[src/rtl/usb_txn_engine_if.sv]
// Request, completion, packet-encoder and packet-decoder signals of usb_txn_engine.
// The slave modport is the engine's view; master is the host/PHY side.
interface usb_txn_engine_if #(
   parameter int DATA_BYTES = 8
);
   logic                    req_valid;
   logic                    req_ready;
   logic                    req_is_in;
   logic [3:0]              req_endp;
   logic [8*DATA_BYTES-1:0] req_data;
   logic                    done;
   logic                    success;
   logic [8*DATA_BYTES-1:0] rsp_data;
   logic                    tx_valid;
   logic                    tx_ready;
   logic [3:0]              tx_pid;
   logic [6:0]              tx_addr;
   logic [3:0]              tx_endp;
   logic [8*DATA_BYTES-1:0] tx_data;
   logic                    rx_valid;
   logic [3:0]              rx_pid;
   logic [8*DATA_BYTES-1:0] rx_data;
   logic                    rx_err;
   logic [15:0]             stat_retries;

   modport slave (
      input  req_valid, req_is_in, req_endp, req_data,
      input  tx_ready, rx_valid, rx_pid, rx_data, rx_err,
      output req_ready, done, success, rsp_data,
      output tx_valid, tx_pid, tx_addr, tx_endp, tx_data,
      output stat_retries
   );

   modport master (
      output req_valid, req_is_in, req_endp, req_data,
      output tx_ready, rx_valid, rx_pid, rx_data, rx_err,
      input  req_ready, done, success, rsp_data,
      input  tx_valid, tx_pid, tx_addr, tx_endp, tx_data,
      input  stat_retries
   );
endinterface

[src/rtl/usb_txn_engine.sv]
// USB host transaction engine: token/data/handshake sequencing with retries.
// Define USB_TXN_STATS_EN to build the saturating stat_retries counter.
module usb_txn_engine #(
   parameter int         DATA_BYTES  = 8,
   parameter logic [6:0] DEV_ADDR    = 7'h05,
   parameter int         TIMEOUT_CYC = 255,
   parameter int         MAX_RETRY   = 8
) (
   input logic              clk,
   input logic              rst_L,
   usb_txn_engine_if.slave  bus
);
   localparam int DW = 8*DATA_BYTES;
   localparam logic [3:0] PID_OUT = 4'b0001;
   localparam logic [3:0] PID_IN  = 4'b1001;
   localparam logic [3:0] PID_D0  = 4'b0011;
   localparam logic [3:0] PID_D1  = 4'b1011;
   localparam logic [3:0] PID_ACK = 4'b0010;
   localparam logic [15:0] TMO_LAST = 16'(TIMEOUT_CYC - 1);
   localparam logic [7:0]  ATT_LIM  = 8'(MAX_RETRY);

   typedef enum logic [2:0] {
      IDLE, TOKEN, DATA, WAIT_HS, WAIT_DATA, ACK, FIN
   } state_t;

   state_t          state_q, state_d;
   logic            is_in_q, is_in_d;
   logic [3:0]      endp_q, endp_d;
   logic [DW-1:0]   data_q, data_d;
   logic            out_tog_q, out_tog_d;
   logic            in_tog_q, in_tog_d;
   logic            dup_q, dup_d;
   logic [7:0]      att_q, att_d;
   logic [15:0]     tmo_q, tmo_d;
   logic            tx_valid_q, tx_valid_d;
   logic [3:0]      tx_pid_q, tx_pid_d;
   logic [DW-1:0]   tx_data_q, tx_data_d;
   logic            done_q, done_d;
   logic            success_q, success_d;
   logic [DW-1:0]   rsp_q, rsp_d;
   logic            fail;
   logic            tmo_hit;
   logic            rx_is_data;

   assign tmo_hit    = (tmo_q == TMO_LAST);
   assign rx_is_data = (bus.rx_pid == PID_D0) || (bus.rx_pid == PID_D1);

   always_comb begin
      state_d    = state_q;
      is_in_d    = is_in_q;
      endp_d     = endp_q;
      data_d     = data_q;
      out_tog_d  = out_tog_q;
      in_tog_d   = in_tog_q;
      dup_d      = dup_q;
      att_d      = att_q;
      tmo_d      = tmo_q;
      tx_valid_d = tx_valid_q;
      tx_pid_d   = tx_pid_q;
      tx_data_d  = tx_data_q;
      done_d     = 1'b0;
      success_d  = success_q;
      rsp_d      = rsp_q;
      fail       = 1'b0;
      unique case (state_q)
         IDLE: begin
            if (bus.req_valid) begin
               is_in_d    = bus.req_is_in;
               endp_d     = bus.req_endp;
               data_d     = bus.req_data;
               att_d      = 8'd0;
               state_d    = TOKEN;
               tx_valid_d = 1'b1;
               tx_pid_d   = bus.req_is_in ? PID_IN : PID_OUT;
            end
         end
         TOKEN: begin
            if (bus.tx_ready) begin
               if (is_in_q) begin
                  state_d    = WAIT_DATA;
                  tx_valid_d = 1'b0;
                  tmo_d      = 16'd0;
               end else begin
                  state_d   = DATA;
                  tx_pid_d  = out_tog_q ? PID_D1 : PID_D0;
                  tx_data_d = data_q;
               end
            end
         end
         DATA: begin
            if (bus.tx_ready) begin
               state_d    = WAIT_HS;
               tx_valid_d = 1'b0;
               tmo_d      = 16'd0;
            end
         end
         WAIT_HS: begin
            if (bus.rx_valid) begin
               if (bus.rx_pid == PID_ACK && !bus.rx_err) begin
                  out_tog_d = ~out_tog_q;
                  state_d   = FIN;
                  done_d    = 1'b1;
                  success_d = 1'b1;
               end else begin
                  fail = 1'b1;
               end
            end else if (tmo_hit) begin
               fail = 1'b1;
            end else begin
               tmo_d = tmo_q + 16'd1;
            end
         end
         WAIT_DATA: begin
            if (bus.rx_valid) begin
               if (rx_is_data && !bus.rx_err) begin
                  // A duplicate is still ACKed so the device advances.
                  state_d    = ACK;
                  tx_valid_d = 1'b1;
                  tx_pid_d   = PID_ACK;
                  dup_d      = (bus.rx_pid[3] != in_tog_q);
                  if (bus.rx_pid[3] == in_tog_q) begin
                     rsp_d    = bus.rx_data;
                     in_tog_d = ~in_tog_q;
                  end
               end else begin
                  fail = 1'b1;
               end
            end else if (tmo_hit) begin
               fail = 1'b1;
            end else begin
               tmo_d = tmo_q + 16'd1;
            end
         end
         ACK: begin
            if (bus.tx_ready) begin
               tx_valid_d = 1'b0;
               if (dup_q) begin
                  fail = 1'b1;
               end else begin
                  state_d   = FIN;
                  done_d    = 1'b1;
                  success_d = 1'b1;
               end
            end
         end
         FIN: state_d = IDLE;
         default: state_d = IDLE;
      endcase
      if (fail) begin
         att_d = att_q + 8'd1;
         if (att_d == ATT_LIM) begin
            state_d    = FIN;
            tx_valid_d = 1'b0;
            done_d     = 1'b1;
            success_d  = 1'b0;
         end else begin
            state_d    = TOKEN;
            tx_valid_d = 1'b1;
            tx_pid_d   = is_in_q ? PID_IN : PID_OUT;
         end
      end
   end

   always_ff @(posedge clk or negedge rst_L) begin
      if (!rst_L) begin
         state_q    <= IDLE;
         is_in_q    <= 1'b0;
         endp_q     <= 4'd0;
         data_q     <= '0;
         out_tog_q  <= 1'b0;
         in_tog_q   <= 1'b0;
         dup_q      <= 1'b0;
         att_q      <= 8'd0;
         tmo_q      <= 16'd0;
         tx_valid_q <= 1'b0;
         tx_pid_q   <= 4'd0;
         tx_data_q  <= '0;
         done_q     <= 1'b0;
         success_q  <= 1'b0;
         rsp_q      <= '0;
      end else begin
         state_q    <= state_d;
         is_in_q    <= is_in_d;
         endp_q     <= endp_d;
         data_q     <= data_d;
         out_tog_q  <= out_tog_d;
         in_tog_q   <= in_tog_d;
         dup_q      <= dup_d;
         att_q      <= att_d;
         tmo_q      <= tmo_d;
         tx_valid_q <= tx_valid_d;
         tx_pid_q   <= tx_pid_d;
         tx_data_q  <= tx_data_d;
         done_q     <= done_d;
         success_q  <= success_d;
         rsp_q      <= rsp_d;
      end
   end

   assign bus.req_ready = (state_q == IDLE);
   assign bus.done      = done_q;
   assign bus.success   = success_q;
   assign bus.rsp_data  = rsp_q;
   assign bus.tx_valid  = tx_valid_q;
   assign bus.tx_pid    = tx_pid_q;
   assign bus.tx_addr   = DEV_ADDR;
   assign bus.tx_endp   = endp_q;
   assign bus.tx_data   = tx_data_q;

`ifdef USB_TXN_STATS_EN
   logic [15:0] stat_q, stat_d;
   logic        retry;

   // Re-entering TOKEN from anywhere but IDLE is a retried attempt.
   assign retry = (state_d == TOKEN) && (state_q != IDLE) && (state_q != TOKEN);

   always_comb begin
      stat_d = stat_q;
      if (retry && stat_q != 16'hFFFF) stat_d = stat_q + 16'd1;
   end

   always_ff @(posedge clk or negedge rst_L) begin
      if (!rst_L) stat_q <= 16'd0;
      else        stat_q <= stat_d;
   end

   assign bus.stat_retries = stat_q;
`else
   assign bus.stat_retries = 16'h0000;
`endif
endmodule

[src/flat_wrapper.sv]
// flat-port wrapper written by rule: the top's interface ports become plain ports
module usb_txn_engine_flat 
#(
   parameter int         DATA_BYTES  = 8,
   parameter logic [6:0] DEV_ADDR    = 7'h05,
   parameter int         TIMEOUT_CYC = 255,
   parameter int         MAX_RETRY   = 8
)
  (clk, rst_L, bus_req_valid, bus_req_is_in, bus_req_endp, bus_req_data, bus_tx_ready, bus_rx_valid, bus_rx_pid, bus_rx_data, bus_rx_err, bus_req_ready, bus_done, bus_success, bus_rsp_data, bus_tx_valid, bus_tx_pid, bus_tx_addr, bus_tx_endp, bus_tx_data, bus_stat_retries);
  usb_txn_engine_if #(.DATA_BYTES(DATA_BYTES)) bus_i ();
  input logic clk;
  input logic rst_L;
  input wire logic [$bits(bus_i.req_valid)-1:0] bus_req_valid;
  input wire logic [$bits(bus_i.req_is_in)-1:0] bus_req_is_in;
  input wire logic [$bits(bus_i.req_endp)-1:0] bus_req_endp;
  input wire logic [$bits(bus_i.req_data)-1:0] bus_req_data;
  input wire logic [$bits(bus_i.tx_ready)-1:0] bus_tx_ready;
  input wire logic [$bits(bus_i.rx_valid)-1:0] bus_rx_valid;
  input wire logic [$bits(bus_i.rx_pid)-1:0] bus_rx_pid;
  input wire logic [$bits(bus_i.rx_data)-1:0] bus_rx_data;
  input wire logic [$bits(bus_i.rx_err)-1:0] bus_rx_err;
  output wire logic [$bits(bus_i.req_ready)-1:0] bus_req_ready;
  output wire logic [$bits(bus_i.done)-1:0] bus_done;
  output wire logic [$bits(bus_i.success)-1:0] bus_success;
  output wire logic [$bits(bus_i.rsp_data)-1:0] bus_rsp_data;
  output wire logic [$bits(bus_i.tx_valid)-1:0] bus_tx_valid;
  output wire logic [$bits(bus_i.tx_pid)-1:0] bus_tx_pid;
  output wire logic [$bits(bus_i.tx_addr)-1:0] bus_tx_addr;
  output wire logic [$bits(bus_i.tx_endp)-1:0] bus_tx_endp;
  output wire logic [$bits(bus_i.tx_data)-1:0] bus_tx_data;
  output wire logic [$bits(bus_i.stat_retries)-1:0] bus_stat_retries;
  assign bus_i.req_valid = bus_req_valid;
  assign bus_i.req_is_in = bus_req_is_in;
  assign bus_i.req_endp = bus_req_endp;
  assign bus_i.req_data = bus_req_data;
  assign bus_i.tx_ready = bus_tx_ready;
  assign bus_i.rx_valid = bus_rx_valid;
  assign bus_i.rx_pid = bus_rx_pid;
  assign bus_i.rx_data = bus_rx_data;
  assign bus_i.rx_err = bus_rx_err;
  assign bus_req_ready = bus_i.req_ready;
  assign bus_done = bus_i.done;
  assign bus_success = bus_i.success;
  assign bus_rsp_data = bus_i.rsp_data;
  assign bus_tx_valid = bus_i.tx_valid;
  assign bus_tx_pid = bus_i.tx_pid;
  assign bus_tx_addr = bus_i.tx_addr;
  assign bus_tx_endp = bus_i.tx_endp;
  assign bus_tx_data = bus_i.tx_data;
  assign bus_stat_retries = bus_i.stat_retries;
  usb_txn_engine #(.DATA_BYTES(DATA_BYTES), .DEV_ADDR(DEV_ADDR), .TIMEOUT_CYC(TIMEOUT_CYC), .MAX_RETRY(MAX_RETRY)) u_core (.clk(clk), .rst_L(rst_L), .bus(bus_i));
endmodule
[config.mk]
export PLATFORM = sky130hd
export DESIGN_NAME = usb_txn_engine_flat
export DESIGN_NICKNAME = d
export VERILOG_FILES = /design/src/rtl/usb_txn_engine_if.sv /design/src/rtl/usb_txn_engine.sv /design/src/flat_wrapper.sv
export SDC_FILE = /design/constraint.sdc
export NUM_CORES = 1
export LEC_CHECK = 0
export BUFFER_PORTS_ARGS = -buffer_cell sky130_fd_sc_hd__buf_2
export CORE_MARGIN = 2
export CORE_UTILIZATION = 30
export CTS_BUF_LIST = sky130_fd_sc_hd__clkbuf_8 sky130_fd_sc_hd__clkbuf_16
export DETAILED_ROUTE_END_ITERATION = 10
export GPL_ROUTABILITY_DRIVEN = 0
export MAX_ROUTING_LAYER = met4
export REMOVE_ABC_BUFFERS = 1
export SETUP_SLACK_MARGIN = 0.2
export SKIP_CTS_REPAIR_TIMING = 1
export SLEW_MARGIN = 20
export SYNTH_ARGS = -nofsm -noshare
export SYNTH_HDL_FRONTEND = slang
export SYNTH_SLANG_ARGS = --single-unit
export TNS_END_PERCENT = 50
[constraint.sdc]
create_clock -name clk -period 2.7 [get_ports clk]
set_input_delay 0.54 -clock clk [delete_from_list [all_inputs] [get_ports clk]]
set_output_delay 0.54 -clock clk [all_outputs]
set_load 0.01 [all_outputs]
* Yosys cells after proc, flatten, opt, wreduce, memory -nomap -nowiden
Index checks and enable logic that the tools add are counted.
** Cells by class
- Add/subtract/negate cells :: 2
- Equal/unequal tests :: 28
- Muxes and demuxes :: 64
- Bitwise logic cells :: 3
- Reduce and logical (&&, ||, !) cells :: 20
** Operator list (number)
- 16-bit two-way mux :: 5
- 16-bit case mux with 3 select lines :: 1
- 4-bit two-way mux :: 10
- 3-bit two-way mux :: 12
- 1-bit two-way mux :: 27
- 8-bit two-way mux :: 3
- 3-bit by 2-bit != test with 1-bit output (second input constant) :: 6
- 3-bit case mux with 6 select lines :: 1
- 16-bit by 1-bit adder with 16-bit output (second input constant) :: 1
- 16-bit by 8-bit == test with 1-bit output (second input constant) :: 1
- 3-bit by 1-bit != test with 1-bit output (second input constant) :: 4
- 4-bit case mux with 3 select lines :: 1
- 3-bit AND reduction :: 3
- 9-bit AND reduction :: 1
- 8-bit by 1-bit adder with 8-bit output (second input constant) :: 1
- 4-bit by 2-bit == test with 1-bit output (second input constant) :: 2
- 8-bit by 4-bit == test with 1-bit output (second input constant) :: 1
- 2-bit != test (second input constant) :: 4
- 7-bit AND reduction :: 1
- 3-bit by 2-bit == test with 1-bit output (second input constant) :: 2
- 3-bit == test (second input constant) :: 2
- 6-bit AND reduction :: 1
- 5-bit nonzero test :: 1
- 4-bit == test (second input constant) :: 1
- 18 further kinds :: 25
** Storage, ports and cells
- Bits in registers :: 234
- Bits of input ports :: 143
- Logic and storage cells :: 132

* Depth between registers and ports, before layout
Gate-level depths: netlist of the first run.
- Depth in word-level cells :: 8
- Mapped depth :: 9

* Least setup slack after synthesis of the first run
No wires, ideal clock.
- Path type :: reg2reg
- Start point :: register u_core.state_q[1]
- End point :: register u_core.state_q[1]
- Arrival time :: 2.006 ns
- Data required time :: 2.575 ns
- Path slack :: 0.570 ns
- Stages on the path, launching flop included :: 7
- Path buffers :: 0
- Clock period less this slack :: 2.130 ns
- Cell sequence :: dfrtp_1 or3b_4 or2_1 a32oi_4 nand2_2 o311ai_4 mux2_2
** On the way
- Longest elaborated chain between the ends :: 4
- Elaborated cells on any way between the ends :: 19
** RTL lines
- from (decl) :: RTL line usb_txn_engine.sv:26 : state_t state_q, state_d;
- from (signal assigned) :: RTL line usb_txn_engine.sv:182 : state_q <= state_d;
- 3-bit == test / 3-bit by 2-bit == test with 1-bit output (equally long branches) :: RTL line usb_txn_engine.sv:65 : unique case (state_q)
- 1-bit case mux with 3 select lines :: RTL line usb_txn_engine.sv:65
- 3-bit != test (no source line) (tied with other cells)
- 9-bit AND reduction (no source line)
Parallel ways exist; a longest one is shown, timed or not.
A chain may end at the register's enable or synchronous reset.

* Worst setup path in the final report of the first run
- Start point :: register u_core.state_q[2]
- End point :: register u_core.state_q[2]
Same word-level chain as after synthesis.

==> results.json, run 1 <==
{
  "outcome": "finished clean",
  "syn_inst": 966,
  "max_cap_violations": 0,
  "synth_most_common_cell": "nand2_1",
  "vias": 7514,
  "synth-compound-area-share_pct": 3.78,
  "synthMuxAreaShare_pct": 8.19,
  "num_rows": 65,
  "reg2regPathDepth": 6,
  "fin_nets": 1396,
  "async_flop_share_pct": 100,
  "hold_depth": 3,
  "synth-simple-area-share_pct": 21.8,
  "root_buffer": "clkbuf_16",
  "ant_nets": 0,
  "die_height_um": 184,
  "timing.rr.end": "u_core.state_q[2]$_DFFE_PN0P_",
  "antenna_found_initial": 2,
  "avgSynthCellArea_um2": 10.1,
  "drv_slew": 0,
  "clkLatencyLatePin_ns": 0.53,
  "synth_top_family_by_area": "simple AND/OR/NAND/NOR gates",
  "die_w_um": 184,
  "synth_top_area_cell": "dfrtp_1",
  "rsz0062_at_grt": "no",
  "numCtsBuffers": 28,
  "n_fill_cell": 3203,
  "grt_usage_pct": 14.7,
  "seq_area_um2": 5860,
  "power_density_nw_per_um2": 982,
  "p_leak_nw": 7.02,
  "multi_input_area_um2": 3560,
  "wl_met1_um": 10800,
  "synth_common_cells": "nand2_1, dfrtp_1, mux2_2, clkbuf_1, buf_4",
  "grt-ovfl-total": 0,
  "syn_area_um2": 9710,
  "post-route-util_pct": 39.5,
  "drt_drc_violations_left": 0,
  "max-slew-margin-rel_pct": 42.7,
  "max_freq_mhz": 431,
  "synth_seq_cells": 234,
  "synth_xor_xnor_area_share_pct": 1.44,
  "start_util_pct": 30.6,
  "finalCritPeriodShare_pct": 85.8,
  "synth_edf_count": 0,
  "io_pins": 306,
  "synth.distinct_cells": 49,
  "finalClockSkew_ns": 0.00694,
  "hp-start": "bus_req_data[17]",
  "cts_max_level": 1,
  "critPathLaunchType": "flip-flop",
  "wl_met2_um": 11100,
  "wl_um": 24500,
  "tightest_slew_ns": 0.860,
  "synth_top_area_share_pct": 60.3,
  "first_pass_iters": 4,
  "hold_violations": 0,
  "highest_layer": "met4",
  "routedWlPerCell_um": 14.7,
  "synth-adder-area-share_pct": 0.387,
  "clk_path_buf_depth": 3,
  "irDropWorstVdd_uv": 497,
  "rrSetupSlack_ns": 0.38,
  "critPathMaxFanout": 12,
  "grt_pass1_wl_um": 39300,
  "setup_viol_count_final": 0,
  "area_growth_syn_to_layout_pct": 28.9,
  "grt_max_degree": 80,
  "place.port_buffers": 282,
  "ys_warn_count": 0,
  "die_area_um2": 33800,
  "core-area_um2": 31700,
  "min_period_ns": 2.32,
  "grt_pass1_vias": 7586,
  "ys_top_cells_by_area": "dfrtp_1, nand2_1, mux2_2",
  "wl_met3_um": 2250,
  "clkSinkCount": 234,
  "hold_end": "u_core.data_q[17]$_DFFE_PN0P_",
  "place_area_um2": 11600,
  "ys_seq_area_share_pct": 60.3,
  "layout-drive-gt1-share_pct": 33.4,
  "r2r_start": "u_core.state_q[2]$_DFFE_PN0P_",
  "hpwl_um": 16300,
  "fin_area_um2": 12500,
  "crit_arrival_ns": 2.73,
  "synthFlopType": "dfrtp_1",
  "vias_per_cell": 4.49,
  "path_class": "flip-flop to flip-flop",
  "endpoint_kind": "flip-flop",
  "crit_required_ns": 3.12,
  "drt_iter0_markers": 349,
  "cts_tree": "yes",
  "path_clk_slew_ns": 0.06,
  "hold_path.class": "primary input to flip-flop"
}
## worst max-delay path, cell delays in order (launching register included)
cell and delay [ns]:
dfrtp_1 0.52, or3b_4 0.45, or2_1 0.25, a32oi_4 0.36, nand2_2 0.13, o311ai_4 0.12, mux2_2 0.37
## layer usage
metal / GRT usage [%] / vias to the layer above
met4: 3.17 / 0
met2: 23.8 / 271
met5: - / -
met1: 18.2 / 3575
met3: 4.64 / 30
li1: - / 3638
## where the power goes
group | switching, mW | internal (mW) | leakage [nW]
Sequential | 0.606 | 4.59 | 3.07
Combinational | 1.95 | 1.37 | 3.46
Clock | 1.44 | 2.35 | 0.486
Total | 3.99 | 8.31 | 7.02
## worst max path at each step
stage | to | from
after CTS | u_core.state_q[1]$_DFFE_PN0P_ | u_core.tmo_q[0]$_DFFE_PN0P_
after floorplan | u_core.bus.rsp_data[0]$_DFFE_PN0P_ | u_core.state_q[1]$_DFFE_PN0P_
final | u_core.state_q[2]$_DFFE_PN0P_ | u_core.state_q[2]$_DFFE_PN0P_
after detailed placement | u_core.att_q[5]$_DFFE_PN0P_ | bus_rx_err
after global placement | u_core.att_q[5]$_DFFE_PN0P_ | bus_rx_err
after global routing | u_core.tmo_q[6]$_DFFE_PN0P_ | u_core.state_q[2]$_DFFE_PN0P_
## logic make-up (layout without fill, tap and decap cells)
logic type,Yosys count,in the layout
AND/OR/NAND/NOR,513,513
flip-flops,234,234
buffers and inverters,74,356
multiplexers,71,71
AO/OA/AOI/OAI,53,53
XOR/XNOR,16,16
adder cells (fa/ha/maj),3,3
other,2,25
## sequential cells by signal, summed over array words and instances, names as in the netlist, 3 cells and up
signal               flops
u_core.bus.tx_data      64
u_core.att_q             8
u_core.bus.tx_pid        4
u_core.tmo_q            16
u_core.state_q           3
u_core.bus.tx_endp       4
u_core.bus.rsp_data     64
u_core.data_q           64
## cell type report
cell class / count / area share [%]
sequential: 234 / 46.8
multi-input combinational: 679 / 28.5
timing repair buffer: 300 / 13.0
clock buffer: 34 / 6.35
tap: 402 / 4.02
clock inverter: 15 / 1.20
inverter: 7 / 0.210
antenna: 2 / 0.0400
## placed cells by master (no fill, tap or decap), types with 11 or more instances in the layout
cell,instances
dfrtp_1,234
xor2_1,11
inv_1,12
buf_2,281
conb_1,23
o21ai_0,20
mux2_2,68
nor2_1,20
clkbuf_16,29
nand2_1,418
buf_4,12
a21oi_1,11
nand4_1,12
## metrics by stage
stage / setup TNS [ns] / instances / power, mW / setup slack, ns / hold WS (ns)
2_1_floorplan: -27.58 / 920 / 7.12 / -0.418 / 0.244
3_3_place_gp: 0 / 1621 / 8.53 / 0.291 / 0.393
3_5_place_dp: 0 / 1621 / 8.61 / 0.246 / 0.392
4_1_cts: 0 / 1670 / 12.5 / 0.274 / -0.185
5_1_grt: 0 / 1673 / 13.2 / 0.214 / 0.176
6_report: 0 / 1673 / 12.3 / 0.382 / 0.195
No activity file was read; power rests on OpenSTA's default activity.
==> run 2, diff against run 1 <==
==> constraint.sdc (replaced) <==
create_clock -name clk -period 2.2 [get_ports clk]
set_input_delay 0.44 -clock clk [delete_from_list [all_inputs] [get_ports clk]]
set_output_delay 0.44 -clock clk [all_outputs]
set_load 0.01 [all_outputs]
==> run 2 against run 1 <==
  * Cell count grew 2.0%
  * Wire length grew 3.8%
  * Clock skew increased by 0.0062 ns
  * First-iteration DRC count decreased by 11%
  * Core utilization is 0.97 points higher
  * Critical path type is now flip-flop to primary output
  * Critical endpoint is now bus_req_ready
  * Largest power group unchanged
==> results.json, run 2 (synthesis gave the netlist of run 1 again) <==
{
  "post-route-util_pct": 40.4,
  "hold_path.class": "primary input to flip-flop",
  "hold_depth": 3,
  "grt_max_degree": 71,
  "path_class": "flip-flop to primary output",
  "num_rows": 65,
  "grt_usage_pct": 15.2,
  "crit_required_ns": 1.76,
  "ant_nets": 0,
  "tns_ns": 0,
  "cts_max_level": 1,
  "hold_end": "u_core.data_q[10]$_DFFE_PN0P_",
  "root_buffer": "clkbuf_16",
  "power_density_nw_per_um2": 1180,
  "dp_cells": 1645,
  "irDropWorstVdd_uv": 568,
  "die_w_um": 184,
  "fin_area_um2": 12800,
  "start_util_pct": 30.6,
  "place_area_um2": 11800,
  "rsz0062_at_grt": "yes",
  "drt_iter0_markers": 309,
  "antenna_found_initial": 3,
  "p_leak_nw": 7.19,
  "io_pins": 306,
  "layout-drive-gt1-share_pct": 35.9,
  "max-slew-margin-rel_pct": 60.3,
  "place.port_buffers": 282,
  "finalClockSkew_ns": 0.0132,
  "area_growth_syn_to_layout_pct": 32.1,
  "hold_violations": 0,
  "grt-ovfl-total": 0,
  "numCtsBuffers": 27,
  "cts_tree": "yes",
  "rrSetupSlack_ns": 0.17,
  "final_common_cell": "nand2_1",
  "grt_pass1_wl_um": 40400,
  "final_cell_mix": "nand2_1, buf_2, dfrtp_1",
  "hpwl_um": 17400,
  "vias": 7735,
  "core-area_um2": 31700,
  "max_cap_violations": 0,
  "path_clk_slew_ns": 0.06,
  "fin_nets": 1428,
  "dpl_worst_slack_ns": 0.0810,
  "die_area_um2": 33800,
  "fin_hold_ws_ns": 0.0968,
  "vias_per_cell": 4.53,
  "routedWlPerCell_um": 14.9,
  "endpoint_kind": "primary output",
  "critPathLaunchType": "flip-flop",
  "max_freq_mhz": 489,
  "final_cells": 1706,
  "setup_slack_ns": 0.157,
  "clk_path_buf_depth": 3,
  "clkLatencyLatePin_ns": 0.53,
  "drt_drc_violations_left": 0,
  "grt_pass1_vias": 7802,
  "tightest_slew_ns": 0.595,
  "drv_slew": 0,
  "setup_viol_count_final": 0,
  "hp-start": "bus_req_data[10]",
  "r2r_start": "u_core.state_q[1]$_DFFE_PN0P_",
  "die_height_um": 184,
  "clkSinkCount": 234,
  "outcome": "finished clean",
  "timing.rr.end": "u_core.state_q[1]$_DFFE_PN0P_",
  "crit_arrival_ns": 1.60,
  "critPathMaxFanout": 15,
  "wl_um": 25500,
  "p_total_mw": 15.2,
  "finalCritPeriodShare_pct": 92.9,
  "min_period_ns": 2.04,
  "reg2regPathDepth": 6,
  "first_pass_iters": 5
}
==> run 2: power breakdown <==
| group | switching (mW) | internal, mW | leakage, nW |
|---|---|---|---|
| Sequential | 0.740 | 5.63 | 3.07 |
| Combinational | 2.50 | 1.92 | 3.67 |
| Clock | 1.83 | 2.59 | 0.449 |
| Total | 5.07 | 10.1 | 7.19 |
==> run 2: area by class of cell <==
| type | instances | area [µm²] |
|---|---|---|
| repair buffers | 333 | 1950 |
| diodes | 3 | 7.51 |
| flip-flops and latches | 234 | 5860 |
| fillers | 3161 | 18900 |
| clock inverters | 18 | 160 |
| well taps | 402 | 503 |
| inverters | 7 | 26.3 |
| clock buffers | 30 | 717 |
| multi-input cells | 679 | 3610 |
==> run 2: layer usage <==
metal | track usage (%) | routed length (µm)
met4 | 3.52 | 553
met1 | 19.1 | 11100
met5 | - | 0
met3 | 4.20 | 2110
met2 | 24.5 | 11700
==> run 2: worst max path at each step <==
stage | slack (ns) | depth (start not counted) | from | end
after global routing | 0.09 | 7 | u_core.state_q[1]$_DFFE_PN0P_ | u_core.tmo_q[13]$_DFFE_PN0P_
after floorplan | -0.92 | 4 | u_core.state_q[1]$_DFFE_PN0P_ | u_core.bus.rsp_data[0]$_DFFE_PN0P_
after global placement | 0.10 | 7 | bus_rx_err | u_core.bus.rsp_data[49]$_DFFE_PN0P_
after detailed placement | 0.08 | 7 | bus_rx_err | u_core.bus.rsp_data[34]$_DFFE_PN0P_
after CTS | 0.06 | 9 | u_core.tmo_q[0]$_DFFE_PN0P_ | u_core.att_q[5]$_DFFE_PN0P_
final | 0.16 | 4 | u_core.state_q[1]$_DFFE_PN0P_ | bus_req_ready
==> run 2: critical path: stages, from the launching register on <==
cell,delay (ns)
dfrtp_1,0.38
buf_4,0.20
nor3_1,0.21
buf_4,0.16
buf_2,0.13
